## src/rtl/mul_pkg.sv

```systemverilog
// mul_pkg: op codes, FSM state encoding and counter sizing for mul_unit_iter.
package mul_pkg;
    localparam logic [2:0] MUL_OP   = 3'b101;
    localparam logic [2:0] UMULL_OP = 3'b110;
    localparam logic [2:0] SMULL_OP = 3'b111;
    localparam int         MUL_WIDTH = 32;
    localparam int         ITER_W    = $clog2(MUL_WIDTH) + 1;

    typedef enum logic [1:0] {IDLE, CALC, SIGN, DONE} state_t;

    function automatic int iter_w(input int w);
        return $clog2(w) + 1;
    endfunction
endpackage

```

## src/rtl/mul_neg_cond.sv

```systemverilog
// mul_neg_cond: conditional two's-complement negate.
module mul_neg_cond #(
    parameter int W = 32
) (
    input  logic         neg,
    input  logic [W-1:0] x,
    output logic [W-1:0] y
);
    assign y = neg ? -x : x;
endmodule

```

## src/rtl/mul_unit_iter.sv

```systemverilog
// mul_unit_iter: radix-2 shift-add multiplier for MUL/UMULL/SMULL.
// MUL_UNIT_EARLY_TERM_EN stops iterating once the remaining multiplier bits are zero.
module mul_unit_iter
    import mul_pkg::*;
#(
    parameter int WIDTH = 32
) (
    input  logic             clk,
    input  logic             reset,
    input  logic             start,
    input  logic [2:0]       op,
    input  logic [WIDTH-1:0] a,
    input  logic [WIDTH-1:0] b,
    output logic             busy,
    output logic             done,
    output logic [WIDTH-1:0] res_lo,
    output logic [WIDTH-1:0] res_hi,
    output logic             flag_n,
    output logic             flag_z
);
    localparam int IW = iter_w(WIDTH);

    state_t             state, state_nx;
    logic [2:0]         op_q;
    logic               neg;
    logic [WIDTH-1:0]   mcand, mplr, abs_a, abs_b, hi_v;
    logic [2*WIDTH-1:0] acc, aligned, prod;
    logic [IW-1:0]      cnt;
    logic [WIDTH:0]     sum;
    logic               accept, last, is_mul, n_v, z_v;

    assign accept = start && (op == MUL_OP || op == UMULL_OP || op == SMULL_OP)
                    && (state == IDLE || state == DONE);
    assign busy   = state == CALC || state == SIGN;
    assign done   = state == DONE;

    mul_neg_cond #(.W(WIDTH)) u_abs_a (.neg(op == SMULL_OP && a[WIDTH-1]), .x(a), .y(abs_a));
    mul_neg_cond #(.W(WIDTH)) u_abs_b (.neg(op == SMULL_OP && b[WIDTH-1]), .x(b), .y(abs_b));

    assign sum = {1'b0, acc[2*WIDTH-1:WIDTH]} + {1'b0, (mplr[0] ? mcand : '0)};

`ifdef MUL_UNIT_EARLY_TERM_EN
    assign last    = cnt == IW'(WIDTH - 1) || mplr[WIDTH-1:1] == '0;
    // acc holds product << (WIDTH - iterations) when iteration stops early
    assign aligned = acc >> (WIDTH - int'(cnt));
`else
    assign last    = cnt == IW'(WIDTH - 1);
    assign aligned = acc;
`endif

    mul_neg_cond #(.W(2*WIDTH)) u_fix (.neg(neg), .x(aligned), .y(prod));

    assign is_mul = op_q == MUL_OP;
    assign hi_v   = is_mul ? '0 : prod[2*WIDTH-1:WIDTH];
    assign n_v    = is_mul ? prod[WIDTH-1] : hi_v[WIDTH-1];
    assign z_v    = is_mul ? prod[WIDTH-1:0] == '0 : prod == '0;

    always_comb begin
        state_nx = state;
        case (state)
            IDLE:    state_nx = accept ? CALC : IDLE;
            CALC:    state_nx = last ? SIGN : CALC;
            SIGN:    state_nx = DONE;
            DONE:    state_nx = accept ? CALC : IDLE;
            default: state_nx = IDLE;
        endcase
    end

    always_ff @(posedge clk or posedge reset) begin
        if (reset) begin
            state  <= IDLE;
            op_q   <= '0;
            neg    <= 1'b0;
            mcand  <= '0;
            mplr   <= '0;
            acc    <= '0;
            cnt    <= '0;
            res_lo <= '0;
            res_hi <= '0;
            flag_n <= 1'b0;
            flag_z <= 1'b0;
        end else begin
            state <= state_nx;
            if (accept) begin
                op_q  <= op;
                neg   <= op == SMULL_OP && (a[WIDTH-1] ^ b[WIDTH-1]);
                mcand <= abs_a;
                mplr  <= abs_b;
                acc   <= '0;
                cnt   <= '0;
            end else if (state == CALC) begin
                acc  <= {sum, acc[WIDTH-1:1]};
                mplr <= mplr >> 1;
                cnt  <= cnt + 1'b1;
            end else if (state == SIGN) begin
                res_lo <= prod[WIDTH-1:0];
                res_hi <= hi_v;
                flag_n <= n_v;
                flag_z <= z_v;
            end
        end
    end
endmodule
```

## config.mk

```make
export PLATFORM = sky130hd
export DESIGN_NAME = mul_unit_iter
export DESIGN_NICKNAME = d
export VERILOG_FILES = /design/src/rtl/mul_pkg.sv /design/src/rtl/mul_neg_cond.sv /design/src/rtl/mul_unit_iter.sv
export SDC_FILE = /design/constraint.sdc
export NUM_CORES = 1
export LEC_CHECK = 0
export CORE_MARGIN = 5
export CORE_UTILIZATION = 50
export DETAILED_ROUTE_END_ITERATION = 10
export PLACE_DENSITY = 0.7
export SLEW_MARGIN = 30
export SYNTH_ARGS = -nofsm -noshare
export SYNTH_HDL_FRONTEND = slang
export SYNTH_SLANG_ARGS = --single-unit
```

## constraint.sdc

```tcl
create_clock -name clk -period 18.4 [get_ports clk]
set_clock_uncertainty 0.2 [all_clocks]
set_input_delay 2.76 -clock clk [delete_from_list [all_inputs] [get_ports clk]]
set_output_delay 2.76 -clock clk [all_outputs]
set_load 0.05 [all_outputs]
```

==> run metrics, run 1 <==
min cycle time layout 5500 ps; DRC violations left 0; # nets final 1658; area of the multi-input gates 7440 µm²; Root Buffer clkbuf_16; placed insts 1856; area grow syn2layout 17.7%; sum of buffers and inverters on the critical path 2; initial antenna violation count 0; Netlist Area Pre-Place 13000 µm²; clock buffer depth 3; crit path DAT 5660 ps; clock insertion delay at the later pin of the skew report 510 ps; ant diodes 0; Resized cells post-CTS 0; status complete, no violations; Worst Setup End Kind flop; Final Util 59.3%; IR drop worst, VDD 0.0000599 V; crit path cell chain clkdlybuf4s50_1, or4_1, nor3_1, nand2_1, nor4_1, inv_2, o21ai_1, o21ai_1, a21oi_1, xor2_1, o21ai_1; unrepaired setup endpoints after global routing no; Syn Nets 1577; Yosys warning total 0; crit path max fanout 4; critical path's slowest cell or4_1; CTS tree done; I/O pins 138; layout cells sized above 1 4.68%; total track usage 21.2%; fillers 2307; first-pass GRT wire length 52000 µm; Pins Over Slew Limit 0; Lkg Pwr 6.74 nW; Routed Antenna Nets 0; final WL 31100 µm; clk slew on worst S/H paths 60 ps; Synth async-reset ratio 100%; hold_buf cts 0; core area 25800 µm²; drt first pass iters 5; I/O Buffers 137; Slew headroom 43.0%; Row Count 59; Seq cells post-synth 206; hpwl dp 22700 µm; pwr/cell area 124 nW/µm²; Die ar. 29400 µm²; CP dominant cell by count o21ai_1; Vias 10688; EDFF count, synth 0; CP Class in2reg; Via density 5.64; Req. time, crit path 18560 ps; Die Wd 171 µm; maximum clock frequency 182 MHz; critical path's top delay family simple AND/OR/NAND/NOR gates; post-synthesis cell count 1466; CTS Buf Count 23; slew of the pin with the lowest slew margin 855 ps; Post-CTS Setup Bufs 0; post-route setup TNS 0 ps; Seq/Total Area, Yosys 39.6%; period utilisation layout 29.9%; Clock Sinks 206; max-cap viol count 0; non-filler cells, final 1896; initial DRC count 564; DR WL/cell 16.4 µm; largest net degree at the start of global routing 95; Yosys cell types 68; Worst Hold Class reg2reg; CP peak stage delay 580 ps; Initial Utilization 50.4%; register area 5160 µm²; Mapped Avg Cell Area 8.88 µm²; predominant post-synthesis flop cell dfrtp_1; GRT overflow 0; chip height 171 µm; RePlAce Congestion 0.895; H-tree depth 1; vias in the first global route 10209; Final setup viols 0; final hold violation count 0; critical path launch point type primary input
==> stage by stage <==
| stage | power, mW | area, µm² | hold slack, ps | setup WS [ps] |
|---|---|---|---|---|
| floorplan | 1.25 | 13000 | 235 | 9820 |
| global placement | 1.42 | 14600 | 254 | 12430 |
| detailed placement | 1.44 | 14600 | 265 | 12370 |
| CTS | 1.90 | 15300 | 278 | 12890 |
| global route | 2.04 | 15300 | 299 | 12560 |
| finish | 1.89 | 15300 | 271 | 12900 |
==> per-layer routing <==
metal | part of all wire [%] | routed length, µm | track usage (%)
met1 | 47 | 14600 | 30.0
met2 | 46 | 14300 | 34.6
met3 | 4.7 | 1450 | 2.48
met4 | 2.3 | 719 | 6.10
met5 | 0 | 0 | 0
==> cells in the mapped netlist (all sizes together) (23+ instances only) <==
cell / n / area share, %
a21oi: 79 / 3.0
and2: 37 / 1.8
clkbuf: 70 / 2.0
dfrtp: 206 / 40
ha: 40 / 3.8
inv: 26 / 0.75
mux2i: 81 / 6.2
nand2: 146 / 4.2
nand3: 30 / 1.2
nor2: 162 / 4.7
nor3: 26 / 1.0
o21ai: 125 / 4.8
o2bb2ai: 29 / 2.0
o31ai: 24 / 1.6
or3: 23 / 1.2
xnor2: 56 / 3.8
xor2: 94 / 6.3
==> power by group <==
part | total (mW) | leakage (nW) | switching [mW] | internal (mW)
Clock | 0.454 | 0.355 | 0.183 | 0.270
Sequential | 0.734 | 2.58 | 0.164 | 0.569
Combinational | 0.708 | 3.80 | 0.397 | 0.311
Total | 1.89 | 6.74 | 0.745 | 1.15
==> cell usage in the layout (no fill, tap or decap), types with 6 or more instances in the layout <==
master,instances
a211oi_1,9
a21o_1,14
a21oi_1,79
a31oi_1,9
and2_1,37
and3_1,6
buf_4,8
clkbuf_16,23
clkdlybuf4s50_1,137
dfrtp_1,205
ha_1,38
inv_1,24
mux2i_1,81
nand2_1,145
nand2b_1,9
nand3_1,30
nand4_1,13
nor2_1,162
nor2b_1,7
nor3_1,26
nor4_1,11
o21a_1,8
o21ai_0,94
o21ai_1,31
o21bai_1,6
o2bb2ai_1,28
o31ai_1,21
o41ai_1,19
or2_1,6
or3_1,21
or4_1,19
xnor2_1,56
xor2_1,94
==> worst min-delay path: cells and delay by family, from the launching register on <==
kind             cells  cell delay, ps
AO/OA/AOI/OAI        1              60
flip-flops           1             330
AND/OR/NAND/NOR      1              50
==> state kept, by name, summed over array words and instances (netlist names) <==
| register | count |
|---|---|
| acc | 64 |
| cnt | 6 |
| flag_n | 1 |
| flag_z | 1 |
| mcand | 32 |
| mplr | 32 |
| neg | 1 |
| op_q | 3 |
| res_hi | 32 |
| res_lo | 32 |
| state | 2 |
==> cell families after synthesis <==
family	count (synthesis)	synth area share, %
buf+inv	116	3.52
compound gates	354	17.4
fa+ha+maj	41	4.00
flops	206	39.6
simple gates	514	18.8
xor+xnor	150	10.1
mux	85	6.58
==> final timing paths <==
path,slack (ps),start,cells past startpoint,to
min,270,mcand[19],2,mcand[19]
max in group asynchronous,14320,reset,3,mplr[7]
max,12900,a[8],11,mcand[30]
max reg2reg,13600,mplr[0],13,acc[63]
min in group asynchronous,2510,reset,2,res_hi[0]
min reg2reg,270,mcand[19],2,mcand[19]
==> cell type report <==
type	count	area share, %
flip-flops and latches	206	33.7
clock inverters	9	0.719
inverters	26	0.686
well taps	335	2.74
repair buffers	146	9.48
multi-input cells	1144	48.6
clock buffers	30	4.13
Note: power is estimated with default switching activity, not from simulation.
==> run 2, diff against run 1 <==
--- a/config.mk
+++ b/config.mk
@@ -8,7 +8,7 @@
 export CORE_MARGIN = 5
 export CORE_UTILIZATION = 50
 export DETAILED_ROUTE_END_ITERATION = 10
-export PLACE_DENSITY = 0.7
+export PLACE_DENSITY = 0.73
 export SLEW_MARGIN = 30
 export SYNTH_ARGS = -nofsm -noshare
 export SYNTH_HDL_FRONTEND = slang
==> constraint.sdc (replaced) <==
create_clock -name clk -period 4.87 [get_ports clk]
set_clock_uncertainty 0.2 [all_clocks]
set_input_delay 0.7305 -clock clk [delete_from_list [all_inputs] [get_ports clk]]
set_output_delay 0.7305 -clock clk [all_outputs]
set_load 0.05 [all_outputs]
==> run 2 against run 1 <==
Compared with the run above:
- clock power rose to 3.5 times the previous value
- combinational power rose to 3.9 times the previous value
- via count rose by 1.3%
- register-to-register slack got worse by 13000 ps
- power rose to 3.8 times the previous value
- first-iteration DRC count rose by 26%
- clock-buffer cell count rose by 6
- flip-flop and latch count did not move
- global-route usage rose by 0.27 points
- sequential share of layout area fell by 0.058 points
==> run metrics, run 2 (synthesis results as in run 1) <==
initial DRC count 710; total track usage 21.5%; Die Wd 171 µm; Power Total 7.11 mW; H-tree depth 1; Post-CTS Setup Bufs 0; RePlAce Congestion 0.920; area grow syn2layout 17.9%; IR drop worst, VDD 0.000239 V; Lkg Pwr 6.75 nW; I/O pins 138; Post-DP Area 14600 µm²; Worst Hold End op_q[2]; I/O Buffers 137; RR Startpoint mplr[0]; ant diodes 0; layout cells sized above 1 4.79%; worst hold start op_q[2]; post-route setup TNS 0 ps; design area 15300 µm²; DR WL met3 1490 µm; Final setup viols 0; critical path's top delay family compound AO/OA/AOI/OAI gates; critical path's slowest cell a221oi_1; M1 WL 14900 µm; setup ws final 676 ps; clock insertion delay at the later pin of the skew report 510 ps; crit path max fanout 6; Max Used Layer met4; Largest register FFs 64; clk slew on worst S/H paths 60 ps; CTS Buf Count 22; Initial Utilization 50.4%; Clock Sinks 206; unrepaired setup endpoints after global routing no; drt first pass iters 5; critical path launch point type flop; CP peak stage delay 460 ps; Root Buffer clkbuf_16; sum of buffers and inverters on the critical path 0; first-pass GRT wire length 52800 µm; chip height 171 µm; min cycle time layout 4190 ps; GRT overflow 0; Die ar. 29400 µm²; vias in the first global route 10503; register area 5160 µm²; # nets final 1663; max-cap viol count 0; Req. time, crit path 5020 ps; final WL 31700 µm; Post-Place Worst Slack 710 ps; Vias 10826; Final Util 59.4%; CTS tree done; status complete, no violations; commonest non-fill, non-tap cell in the layout dfrtp_1; clock buffer depth 3; cells on worst reg2reg path 13; hpwl dp 23300 µm; worst hold path depth 1; area of the multi-input gates 7440 µm²; Worst Setup End Kind flop; Pins Over Slew Limit 0; final hold violation count 0; crit path DAT 4340 ps; most frequent cells in the layout 205 x dfrtp_1, 162 x nor2_1, 145 x nand2_1; slew of the pin with the lowest slew margin 705 ps; hold_buf cts 0; core area 25800 µm²; Slew headroom 51.8%; DR WL met2 14400 µm; Routed Antenna Nets 0; R2R Setup Slk 680 ps; Worst R2R End acc[63]; Top reg by flops acc; pwr/cell area 463 nW/µm²; maximum clock frequency 238 MHz; period utilisation layout 86.1%; initial antenna violation count 0; Via density 5.69; Resized cells post-CTS 0; DRC violations left 0; CP Class reg2reg; crit path cell chain and2_1, ha_1, fa_1, a211oi_1, nor2_1, o31ai_1, o221ai_1, a221oi_1, o21ai_1, a31oi_1, o21ai_1, a2111oi_0, a211oi_1; DR WL/cell 16.7 µm; fillers 2290; Worst Hold Class reg2reg; Row Count 59; largest net degree at the start of global routing 123
-- run 2: layout make-up --
class	instances	share of cell area, %
clock buffers	36	4.40
clock inverters	3	0.130
inverters	26	0.661
multi-input cells	1144	48.5
flip-flops and latches	206	33.6
well taps	335	2.73
repair buffers	152	9.96
-- run 2: stage by stage --
stage | cells | hold slack [ps]
2_1_floorplan | 1466 | 235
6_report | 1902 | 270
5_1_grt | 1902 | 294
3_5_place_dp | 1862 | 263
4_1_cts | 1901 | 279
3_3_place_gp | 1862 | 253
-- run 2: worst reg2reg max path, stage by stage (launching register included) --
cell,delay (ps)
dfrtp_1,410
and2_1,160
ha_1,220
fa_1,440
a211oi_1,230
nor2_1,100
o31ai_1,350
o221ai_1,300
a221oi_1,460
o21ai_1,220
a31oi_1,290
o21ai_1,140
a2111oi_0,430
a211oi_1,90
-- run 2: how the worst max path moves through the flow --
stage / cells past startpoint / endpoint / from / slack, ps
final: 13 / acc[63] / mplr[0] / 680
after detailed placement: 13 / acc[63] / mplr[0] / 710
after floorplan: 14 / acc[63] / mplr[0] / 1000
after CTS: 13 / acc[63] / mplr[0] / 680
after global placement: 13 / acc[63] / mplr[0] / 840
after global routing: 13 / acc[63] / mplr[0] / 330
-- run 2: power by group --
group | switching [mW] | total, mW | internal [mW]
clock network | 0.666 | 1.61 | 0.942
registers | 0.603 | 2.75 | 2.15
logic | 1.55 | 2.75 | 1.20
total | 2.82 | 7.11 | 4.29
-- run 2: routing by layer --
metal	vias up	track usage, %
li1	5390	-
met1	5041	30.7
met2	316	34.5
met3	79	2.30
met4	0	6.75
met5	-	0
